[config.mk]
export PLATFORM = sky130hd
export DESIGN_NAME = palette_fader_flat
export DESIGN_NICKNAME = d
export VERILOG_FILES = /design/src/rtl/palette_fader_if.sv /design/src/rtl/palette_fader.sv /design/src/flat_wrapper.sv
export SDC_FILE = /design/constraint.sdc
export NUM_CORES = 1
export LEC_CHECK = 0
export CAP_MARGIN = 15
export CORE_MARGIN = 2
export CORE_UTILIZATION = 40
export CTS_BUF_LIST = sky130_fd_sc_hd__clkbuf_16
export DETAILED_ROUTE_END_ITERATION = 16
export SYNTH_ARGS = -nofsm -noshare
export SYNTH_HDL_FRONTEND = slang
export SYNTH_SLANG_ARGS = --single-unit
[constraint.sdc]
create_clock -name Clk -period 4.7 [get_ports Clk]
set_input_delay 0.705 -clock Clk [delete_from_list [all_inputs] [get_ports Clk]]
set_output_delay 0.705 -clock Clk [all_outputs]
set_load 0.03 [all_outputs]
[src/rtl/palette_fader_if.sv]
// Pixel lookup, palette write and fade-control signals between the index
// generators and the palette/fader block.
interface palette_fader_if #(
  parameter int unsigned INDEX_W = 4,
  parameter int unsigned COMP_W  = 4,
  parameter int unsigned LEVEL_W = 4
);
  logic [INDEX_W-1:0]  index;
  logic                pix_valid;
  logic [COMP_W-1:0]   red;
  logic [COMP_W-1:0]   green;
  logic [COMP_W-1:0]   blue;
  logic                rgb_valid;
  logic                wr_en;
  logic [INDEX_W-1:0]  wr_addr;
  logic [3*COMP_W-1:0] wr_data;
  logic                frame_tick;
  logic                fade_start;
  logic                fade_dir;
  logic                fade_busy;
  logic                fade_done;
  logic [LEVEL_W:0]    level;

  modport master (
    output index, pix_valid, wr_en, wr_addr, wr_data, frame_tick, fade_start, fade_dir,
    input  red, green, blue, rgb_valid, fade_busy, fade_done, level
  );

  modport slave (
    input  index, pix_valid, wr_en, wr_addr, wr_data, frame_tick, fade_start, fade_dir,
    output red, green, blue, rgb_valid, fade_busy, fade_done, level
  );
endinterface

[src/rtl/palette_fader.sv]
// Writable colour palette with a two-stage lookup pipeline and a per-frame
// brightness fade engine scaling every output component.
module palette_fader #(
  parameter int unsigned INDEX_W         = 4,
  parameter int unsigned COMP_W          = 4,
  parameter int unsigned LEVEL_W         = 4,
  parameter int unsigned FRAMES_PER_STEP = 1
) (
  input  logic            Clk,
  input  logic            Reset_n,
  palette_fader_if.slave  bus
);

  localparam int unsigned ENTRIES = 1 << INDEX_W;
  localparam int unsigned LVL_W   = LEVEL_W + 1;
  localparam int unsigned PROD_W  = COMP_W + LEVEL_W + 1;
  localparam int unsigned FC_W    = (FRAMES_PER_STEP > 1) ? $clog2(FRAMES_PER_STEP) : 1;

  localparam logic [LEVEL_W:0] LVL_MAX = LVL_W'(1 << LEVEL_W);
  localparam logic [FC_W-1:0]  FC_LAST = FC_W'(FRAMES_PER_STEP - 1);

  localparam logic [1:0] ST_IDLE     = 2'd0;
  localparam logic [1:0] ST_FADE_OUT = 2'd1;
  localparam logic [1:0] ST_FADE_IN  = 2'd2;

  typedef struct packed {
    logic [COMP_W-1:0] r;
    logic [COMP_W-1:0] g;
    logic [COMP_W-1:0] b;
  } rgb_t;

  // Reset contents: linear grey ramp from black at entry 0 to white at the top.
  function automatic rgb_t grey(input int unsigned i);
    int unsigned cmax;
    int unsigned c;
    rgb_t        e;
    cmax = (32'd1 << COMP_W) - 32'd1;
    c    = (i * cmax) / ((32'd1 << INDEX_W) - 32'd1);
    e.r  = COMP_W'(c);
    e.g  = COMP_W'(c);
    e.b  = COMP_W'(c);
    return e;
  endfunction

  function automatic logic [COMP_W-1:0] scale(input logic [COMP_W-1:0] c,
                                              input logic [LEVEL_W:0]  l);
    logic [PROD_W-1:0] p;
    p = PROD_W'(c) * PROD_W'(l);
    return COMP_W'(p >> LEVEL_W);
  endfunction

  rgb_t             pal_q [ENTRIES];
  rgb_t             pal_d [ENTRIES];
  rgb_t             s1_q, s1_d, out_q, out_d;
  logic             s1_valid_q, s1_valid_d, out_valid_q, out_valid_d;
  logic [1:0]       state_q, state_d;
  logic [LEVEL_W:0] level_q, level_d;
  logic [LEVEL_W:0] target;
  logic [FC_W-1:0]  fc_q, fc_d;
  logic             busy_q, busy_d, done_q, done_d;

  // Palette storage and lookup pipeline; stage 1 reads the pre-write contents.
  always_comb begin
    pal_d = pal_q;
    if (bus.wr_en) pal_d[bus.wr_addr] = rgb_t'(bus.wr_data);
    s1_d        = pal_q[bus.index];
    s1_valid_d  = bus.pix_valid;
    out_d.r     = scale(s1_q.r, level_q);
    out_d.g     = scale(s1_q.g, level_q);
    out_d.b     = scale(s1_q.b, level_q);
    out_valid_d = s1_valid_q;
  end

  // Fade engine: completion is decided on the stepping edge so busy/done
  // change together in the following cycle.
  always_comb begin
    state_d = state_q;
    level_d = level_q;
    fc_d    = fc_q;
    busy_d  = busy_q;
    done_d  = 1'b0;
    target  = (state_q == ST_FADE_IN) ? LVL_MAX : '0;
    case (state_q)
      ST_IDLE: begin
        if (bus.fade_start) begin
          state_d = bus.fade_dir ? ST_FADE_IN : ST_FADE_OUT;
          fc_d    = '0;
          busy_d  = 1'b1;
        end
      end
      ST_FADE_OUT, ST_FADE_IN: begin
        if (level_q == target) begin
          state_d = ST_IDLE;
          fc_d    = '0;
          busy_d  = 1'b0;
          done_d  = 1'b1;
        end else if (bus.frame_tick) begin
          if (fc_q == FC_LAST) begin
            fc_d    = '0;
            level_d = (state_q == ST_FADE_OUT) ? level_q - LVL_W'(1) : level_q + LVL_W'(1);
            if (level_d == target) begin
              state_d = ST_IDLE;
              busy_d  = 1'b0;
              done_d  = 1'b1;
            end
          end else begin
            fc_d = fc_q + FC_W'(1);
          end
        end
      end
      default: begin
        state_d = ST_IDLE;
        busy_d  = 1'b0;
      end
    endcase
  end

  always_ff @(posedge Clk) begin
    if (!Reset_n) begin
      for (int i = 0; i < ENTRIES; i++) pal_q[i] <= grey(i);
      s1_q        <= '0;
      s1_valid_q  <= 1'b0;
      out_q       <= '0;
      out_valid_q <= 1'b0;
      state_q     <= ST_IDLE;
      level_q     <= LVL_MAX;
      fc_q        <= '0;
      busy_q      <= 1'b0;
      done_q      <= 1'b0;
    end else begin
      pal_q       <= pal_d;
      s1_q        <= s1_d;
      s1_valid_q  <= s1_valid_d;
      out_q       <= out_d;
      out_valid_q <= out_valid_d;
      state_q     <= state_d;
      level_q     <= level_d;
      fc_q        <= fc_d;
      busy_q      <= busy_d;
      done_q      <= done_d;
    end
  end

  assign bus.red       = out_q.r;
  assign bus.green     = out_q.g;
  assign bus.blue      = out_q.b;
  assign bus.rgb_valid = out_valid_q;
  assign bus.fade_busy = busy_q;
  assign bus.fade_done = done_q;
  assign bus.level     = level_q;

endmodule

[src/flat_wrapper.sv]
// flat-port wrapper written by rule: the top's interface ports become plain ports
module palette_fader_flat 
#(
  parameter int unsigned INDEX_W         = 4,
  parameter int unsigned COMP_W          = 4,
  parameter int unsigned LEVEL_W         = 4,
  parameter int unsigned FRAMES_PER_STEP = 1
)
  (Clk, Reset_n, bus_index, bus_pix_valid, bus_wr_en, bus_wr_addr, bus_wr_data, bus_frame_tick, bus_fade_start, bus_fade_dir, bus_red, bus_green, bus_blue, bus_rgb_valid, bus_fade_busy, bus_fade_done, bus_level);
  palette_fader_if #(.INDEX_W(INDEX_W), .COMP_W(COMP_W), .LEVEL_W(LEVEL_W)) bus_i ();
  input  logic Clk;
  input  logic Reset_n;
  input wire logic [$bits(bus_i.index)-1:0] bus_index;
  input wire logic [$bits(bus_i.pix_valid)-1:0] bus_pix_valid;
  input wire logic [$bits(bus_i.wr_en)-1:0] bus_wr_en;
  input wire logic [$bits(bus_i.wr_addr)-1:0] bus_wr_addr;
  input wire logic [$bits(bus_i.wr_data)-1:0] bus_wr_data;
  input wire logic [$bits(bus_i.frame_tick)-1:0] bus_frame_tick;
  input wire logic [$bits(bus_i.fade_start)-1:0] bus_fade_start;
  input wire logic [$bits(bus_i.fade_dir)-1:0] bus_fade_dir;
  output wire logic [$bits(bus_i.red)-1:0] bus_red;
  output wire logic [$bits(bus_i.green)-1:0] bus_green;
  output wire logic [$bits(bus_i.blue)-1:0] bus_blue;
  output wire logic [$bits(bus_i.rgb_valid)-1:0] bus_rgb_valid;
  output wire logic [$bits(bus_i.fade_busy)-1:0] bus_fade_busy;
  output wire logic [$bits(bus_i.fade_done)-1:0] bus_fade_done;
  output wire logic [$bits(bus_i.level)-1:0] bus_level;
  assign bus_i.index = bus_index;
  assign bus_i.pix_valid = bus_pix_valid;
  assign bus_i.wr_en = bus_wr_en;
  assign bus_i.wr_addr = bus_wr_addr;
  assign bus_i.wr_data = bus_wr_data;
  assign bus_i.frame_tick = bus_frame_tick;
  assign bus_i.fade_start = bus_fade_start;
  assign bus_i.fade_dir = bus_fade_dir;
  assign bus_red = bus_i.red;
  assign bus_green = bus_i.green;
  assign bus_blue = bus_i.blue;
  assign bus_rgb_valid = bus_i.rgb_valid;
  assign bus_fade_busy = bus_i.fade_busy;
  assign bus_fade_done = bus_i.fade_done;
  assign bus_level = bus_i.level;
  palette_fader #(.INDEX_W(INDEX_W), .COMP_W(COMP_W), .LEVEL_W(LEVEL_W), .FRAMES_PER_STEP(FRAMES_PER_STEP)) u_core (.Clk(Clk), .Reset_n(Reset_n), .bus(bus_i));
endmodule
==> results of run 1 <==
==> logic make-up after synthesis <==
logic type	synth area share, %
buf+inv	5.08
simple gates	25.3
compound gates	6.58
flops	41.8
mux	13.1
xor+xnor	1.69
fa+ha+maj	6.44
==> per-layer routing <==
| metal | track usage [%] | vias to the layer above |
|---|---|---|
| met1 | 27.8 | 4144 |
| met5 | 0 | - |
| met2 | 33.6 | 292 |
| li1 | - | 4141 |
| met4 | 7.87 | 4 |
| met3 | 4.00 | 83 |
==> registers in the layout, indices dropped and copies added (netlist names) <==
signal                count
u_core.bus.red            4
u_core.bus.green          4
u_core.bus.blue           4
u_core.s1_q              12
u_core.state_q            2
u_core.out_valid_d        1
u_core.bus.level          5
u_core.pal_q            192
u_core.bus.fade_busy      1
u_core.bus.rgb_valid      1
u_core.bus.fade_done      1
==> cell type report <==
| class | instances | area [µm²] | area share [%] |
|---|---|---|---|
| Tap cell | 341 | 427 | 3.50 |
| Clock buffer | 26 | 651 | 5.34 |
| Multi-Input combinational cell | 900 | 5790 | 47.6 |
| Sequential cell | 227 | 4540 | 37.3 |
| Timing Repair Buffer | 55 | 544 | 4.47 |
| Clock inverter | 19 | 143 | 1.17 |
| Inverter | 21 | 80.1 | 0.657 |
==> worst paths after layout <==
| check | startpoint | cells past startpoint | slack (ns) | end |
|---|---|---|---|---|
| worst max-delay path | u_core.bus.level[2]$_SDFFE_PN0P_ | 11 | 1.14 | u_core.bus.green[3]$_SDFF_PN0_ |
| worst min-delay path | u_core.out_valid_d$_SDFF_PN0_ | 1 | 0.43 | u_core.bus.rgb_valid$_SDFF_PN0_ |
| worst max register to register | u_core.bus.level[2]$_SDFFE_PN0P_ | 11 | 1.14 | u_core.bus.green[3]$_SDFF_PN0_ |
| worst min register to register | u_core.out_valid_d$_SDFF_PN0_ | 1 | 0.43 | u_core.bus.rgb_valid$_SDFF_PN0_ |
==> cell usage after synthesis, drive strengths merged, types with 3 or more instances <==
master,instances,area (µm²)
nand2,413,1550
dfxtp,227,4540
nand3,117,586
a21oi,108,541
clkbuf,90,345
mux4,60,1390
and2,52,325
ha,32,400
nor2,27,101
inv,21,78.8
buf,16,129
fa,15,300
xor2,11,96.3
xnor2,10,87.6
nor3,6,30.0
a21o,4,30.0
and3,4,25.0
o21ai,4,20.0
and4,3,26.3
mux2,3,33.8
nor2b,3,18.8
nor3b,3,22.5
o21bai,3,22.5
or3,3,18.8
==> through the flow <==
step                setup slack, ns  hold WS, ns  instance area (µm²)  std cells  power [mW]
finish                         1.14        0.433                12200       1589        4.33
global route                  0.832        0.454                12200       1589        4.50
CTS                            1.08        0.441                12200       1588        4.37
detailed placement             1.08        0.425                11400       1543        2.49
global placement               1.19        0.415                11400       1543        2.49
floorplan                      1.06        0.412                10900       1254        2.35
==> worst reg2reg max path: stages, from the launching register on <==
cell	delay, ns
dfxtp_1	0.74
nand2_1	0.15
fa_1	0.51
inv_1	0.06
fa_1	0.47
ha_1	0.30
and4_1	0.19
a21o_1	0.20
a21oi_1	0.23
o21bai_1	0.13
a21oi_1	0.17
mux2_1	0.33
==> power by group through the flow <==
stage / clock [mW] / combinational, mW / sequential (mW)
final: 1.88 / 0.436 / 2.01
after detailed placement: 0 / 0.433 / 2.06
after global routing: 2.00 / 0.474 / 2.02
after global placement: 0 / 0.431 / 2.05
after CTS: 1.92 / 0.436 / 2.01
after floorplan: 0 / 0.288 / 2.06
==> qor.csv, run 1 <==
stage,metric,value,unit
job,max_cap_violations,0,
pwr,p_int,3.21,mW
die,die_w,169,µm
sta,finalSetupTns,0,ns
sta,slew_violations,0,
clock_network,clock-sinks,227,
status,status,completed,
global_routing,grt_first_pass_wirelength,46.3,mm
logic_synthesis,synth_warnings,0,
routing,drtIter0Drc,704,
clock_network,ctsHoldBuffers,0,
global_routing,antenna_found_initial,2,
logic_synthesis,synth.distinct_cells,48,
pwr,peakVddDrop,0.250,mV
global_routing,grt.total_usage,20.8,%
routing,met1_length,12.8,mm
routing,wire_per_inst,18.6,µm
layout,drive_gt1_share,8.17,%
pwr,switching_share,25.9,%
routing,viasPerCell,5.45,
logic_synthesis,synth_flop_cell,dfxtp_1,
clock_network,postCtsSetupBuffers,0,
layout,diodes,0,
placed_design,gp_congestion,0.792,
sta,fin_crit_sh,75.8,%
placed_design,portBuffers,46,
die,core-area,0.0268,mm²
critical_path,end_kind,register,
sta,fin_skew,0.0280,ns
worst_hold_path,hold_class,register to register,
clock_network,cts_root_buffer,clkbuf_16,
die,die_area,0.0285,mm²
pwr,power_density,355,mW/mm²
critical_path,crit_buf_inv,1,
clock_network,htreeDepth,1,
clock_network,cts_resized,0,
pwr,p_leak,4.94,nW
layout,areaGrowthSynthToFinish,12.0,%
global_routing,overflow,0,
logic_synthesis,postSynthAreaPerCell,8.67,µm²
logic_synthesis,seq_area_frac_synth,41.8,%
critical_path,critPathTopFamily,adder cells,
clock_network,path_clk_slew,0.06,ns
sta,grt_setup_unrepaired,false,
logic_synthesis,syn_inst,1254,
critical_path,cp.arrival,3.98,ns
logic_synthesis,ys_ff_latch,227,
layout,nNetsFinal,1305,
die,initial_core_util,40.6,%
global_routing,grt_max_degree,89,
die,boundaryPins,47,
critical_path,crit_chain,nand2_1 > fa_1 > inv_1 > fa_1 > ha_1 > and4_1 > a21o_1 > a21oi_1 > o21bai_1 > a21oi_1 > mux2_1,
critical_path,crit_path_top_delay_cell,dfxtp_1,
routing,drt-pass1-iter-count,6,
pwr,pwr-share-seq,46.5,%
clock_network,ctsLongestPathBuffers,3,
critical_path,crit_type,register to register,
pwr,clkPwrFrac,43.5,%
clock_network,cts_buffers,26,
sta,period_minus_slack,3.56,ns
clock_network,cts_tree,done,
routing,vias,8664,
sta,relSlewSlack,24.1,%
die,std_cell_rows,60,
sta,fmax,281,MHz
pwr,p_sw,1.12,mW
routing,drt_wl_total,29.6,mm
sta,setup_violations,0,
layout,fin_util,45.5,%
critical_path,crit_path_start_kind,register,
pwr,combPwrFrac,10.1,%
critical_path,crit_required,5.12,ns
layout,final_common_cell,nand2_1,
placed_design,hpwlAfterDp,18.2,mm
global_routing,grt_pass1_vias,8158,
sta,hold_viol_final,0,
logic_synthesis,syn_nets,1328,
sta,worst_pin_slew,1.13,ns
layout,fillCellCount,2550,
critical_path,path_max_fanout,22,
layout,layout_common_cells,"nand2_1, dfxtp_1, nand3_1",
routing,wl_met2,13.6,mm
critical_path,slowest_delay,0.74,ns
routing,routed.top_layer,met5,
logic_synthesis,synth_edf_count,0,
routing,drc,0,
die,die_h,169,µm
routing,met3_length,2.01,mm
logic_synthesis,ys_async_sr_fraction,0,%
routing,ant_nets,0,
logic_synthesis,syn_area,0.0109,mm²
clock_network,clkLatencyLatePin,0.55,ns
Note: power is estimated with default switching activity, not from simulation.
==> inputs of run 2 (changes only) <==
==> constraint.sdc (replaced) <==
create_clock -name Clk -period 3.55 [get_ports Clk]
set_input_delay 0.5325 -clock Clk [delete_from_list [all_inputs] [get_ports Clk]]
set_output_delay 0.5325 -clock Clk [all_outputs]
set_load 0.03 [all_outputs]
==> run 2 against run 1 <==
Hold slack got worse by 0.12 ns. Critical endpoint unchanged. Combinational power increased by 36%. Largest power group unchanged. Utilization increased by 0.74 points. Global-route usage increased by 0.11 points. Non-clock buffer count increased by 21. Maximum frequency increased by 11%. Largest cell class unchanged.
==> qor.csv, run 2 (synthesized netlist as in run 1, its figures left out) <==
stage,metric,value,unit,change
status,status,completed,,
critical_path,end_kind,register,,
placed_design,place_ws,0.330,ns,-0.755 ns
worst_hold_path,hold_class,input port to register,,
clock_network,cts_root_buffer,clkbuf_16,,
die,die_h,169,µm,unchanged
global_routing,grt_max_degree,110,,+24%
critical_path,crit_type,register to register,,
critical_path,cp.arrival,3.63,ns,-0.35 ns
placed_design,hpwlAfterDp,18.7,mm,+2.7%
clock_network,path_clk_slew,0.06,ns,about the same
die,boundaryPins,47,,unchanged
routing,vias,8665,,+0.012%
critical_path,rr_worst_depth,11,,unchanged
layout,fin_util,46.2,%,+0.74 points
die,die_area,0.0285,mm²,unchanged
routing,ant_nets,0,,unchanged
sta,grt_setup_unrepaired,false,,
sta,worst_pin_slew,1.15,ns,+0.0155 ns
sta,slew_violations,0,,unchanged
layout,final_common_cell,nand2_1,,
clock_network,htreeDepth,1,,unchanged
pwr,p_leak,5.09,nW,+2.9%
sta,worst_hold_slack,0.309,ns,-0.125 ns
sta,relSlewSlack,23.3,%,-0.75 points
global_routing,overflow,0,,unchanged
die,initial_core_util,40.6,%,unchanged
critical_path,crit_required,3.97,ns,-1.15 ns
clock_network,clkLatencyLatePin,0.54,ns,about the same
critical_path,path_max_fanout,6,,-73%
routing,drt_wl_total,29.8,mm,+0.71%
global_routing,antenna_found_initial,2,,unchanged
placed_design,portBuffers,46,,unchanged
clock_network,cts_resized,0,,unchanged
layout,finalNonFillerCells,1613,,+1.5%
clock_network,clock-sinks,227,,unchanged
clock_network,postCtsSetupBuffers,0,,unchanged
layout,top_register,u_core.pal_q,,
layout,diodes,0,,unchanged
routing,drc,0,,unchanged
clock_network,ctsHoldBuffers,0,,unchanged
die,core-area,0.0268,mm²,unchanged
critical_path,crit_path_start_kind,register,,
routing,drtIter0Drc,798,,+13%
routing,viasPerCell,5.37,,-1.5%
layout,areaGrowthSynthToFinish,13.8,%,
global_routing,grt_first_pass_wirelength,46.7,mm,+1.1%
sta,setup_violations,0,,unchanged
sta,finalSetupTns,0,ns,unchanged
pwr,peakVddDrop,0.329,mV,+32%
sta,fin_skew,0.0128,ns,-0.0153 ns
sta,hold_viol_final,0,,unchanged
layout,largest_register_ff_count,192,,unchanged
job,max_cap_violations,0,,unchanged
routing,wire_per_inst,18.5,µm,-0.79%
clock_network,ctsLongestPathBuffers,3,,unchanged
layout,nNetsFinal,1326,,+1.6%
global_routing,grt.total_usage,20.9,%,+0.11 points
placed_design,place_area,0.0115,mm²,+1.4%
placed_design,gp_congestion,0.826,,+4.2%
sta,worst_slack,0.342,ns,-0.794 ns
clock_network,cts_buffers,26,,unchanged
worst_hold_path,holdPathStages,2,,+1
sta,fmax,312,MHz,+11%
global_routing,grt_pass1_vias,8292,,+1.6%
die,std_cell_rows,60,,unchanged
sta,period_minus_slack,3.21,ns,-0.356 ns
layout,design_area,0.0124,mm²,+1.6%
layout,drive_gt1_share,10.4,%,+2.2 points
clock_network,cts_tree,done,,
layout,layout_common_cells,"nand2_1, dfxtp_1, nand3_1",,
die,die_w,169,µm,unchanged
routing,drt-pass1-iter-count,5,,-1
pwr,p_total,5.90,mW,+36%
pwr,power_density,477,mW/mm²,+34%
placed_design,place_inst,1565,,+1.4%
sta,fin_crit_sh,90.4,%,+15 points
## run 2: final timing paths
kind | startpoint | endpoint | slack (ns)
min | Reset_n | u_core.pal_q[152]$_SDFFE_PN1P_ | 0.31
max reg2reg | u_core.bus.level[0]$_SDFFE_PN0P_ | u_core.bus.green[3]$_SDFF_PN0_ | 0.34
max | u_core.bus.level[0]$_SDFFE_PN0P_ | u_core.bus.green[3]$_SDFF_PN0_ | 0.34
min reg2reg | u_core.out_valid_d$_SDFF_PN0_ | u_core.bus.rgb_valid$_SDFF_PN0_ | 0.43
## run 2: routing by layer
layer | up-vias | share of wire (%) | track usage [%]
met5 | - | 0.091 | 0
met4 | 4 | 2.9 | 6.63
met1 | 4180 | 44 | 27.8
met3 | 55 | 6.1 | 3.46
li1 | 4185 | - | -
met2 | 241 | 47 | 34.9
## run 2: critical path, stage by stage (launching register included)
cell and delay, ns:
dfxtp_1 0.41, nand2_1 0.11, fa_1 0.54, inv_1 0.06, fa_1 0.47, ha_1 0.29
and4_1 0.19, a21o_1 0.19, a21oi_1 0.23, o21bai_1 0.12, a21oi_1 0.17, mux2_1 0.33
## run 2: report_power, final
group          internal (mW)  total, mW  switching (mW)
Combinational          0.236      0.592           0.356
Sequential              2.61       2.66          0.0431
Clock                   1.56       2.65            1.10
## run 2: cell type report
type	instances	area [µm²]
well taps	341	427
clock buffers	26	651
multi-input cells	900	5780
inverters	21	80.1
fillers	2548	14400
flip-flops and latches	227	4550
repair buffers	76	698
clock inverters	22	194
==> inputs of run 3 (changes only) <==
--- a/config.mk
+++ b/config.mk
@@ -5,6 +5,7 @@
 export SDC_FILE = /design/constraint.sdc
 export NUM_CORES = 1
 export LEC_CHECK = 0
+export ABC_CLOCK_PERIOD_IN_PS = 3550
 export CAP_MARGIN = 15
 export CORE_MARGIN = 2
 export CORE_UTILIZATION = 40
==> results of run 3 <==
Same layout as run 2: the final DEF is identical, and so are final timing and power.
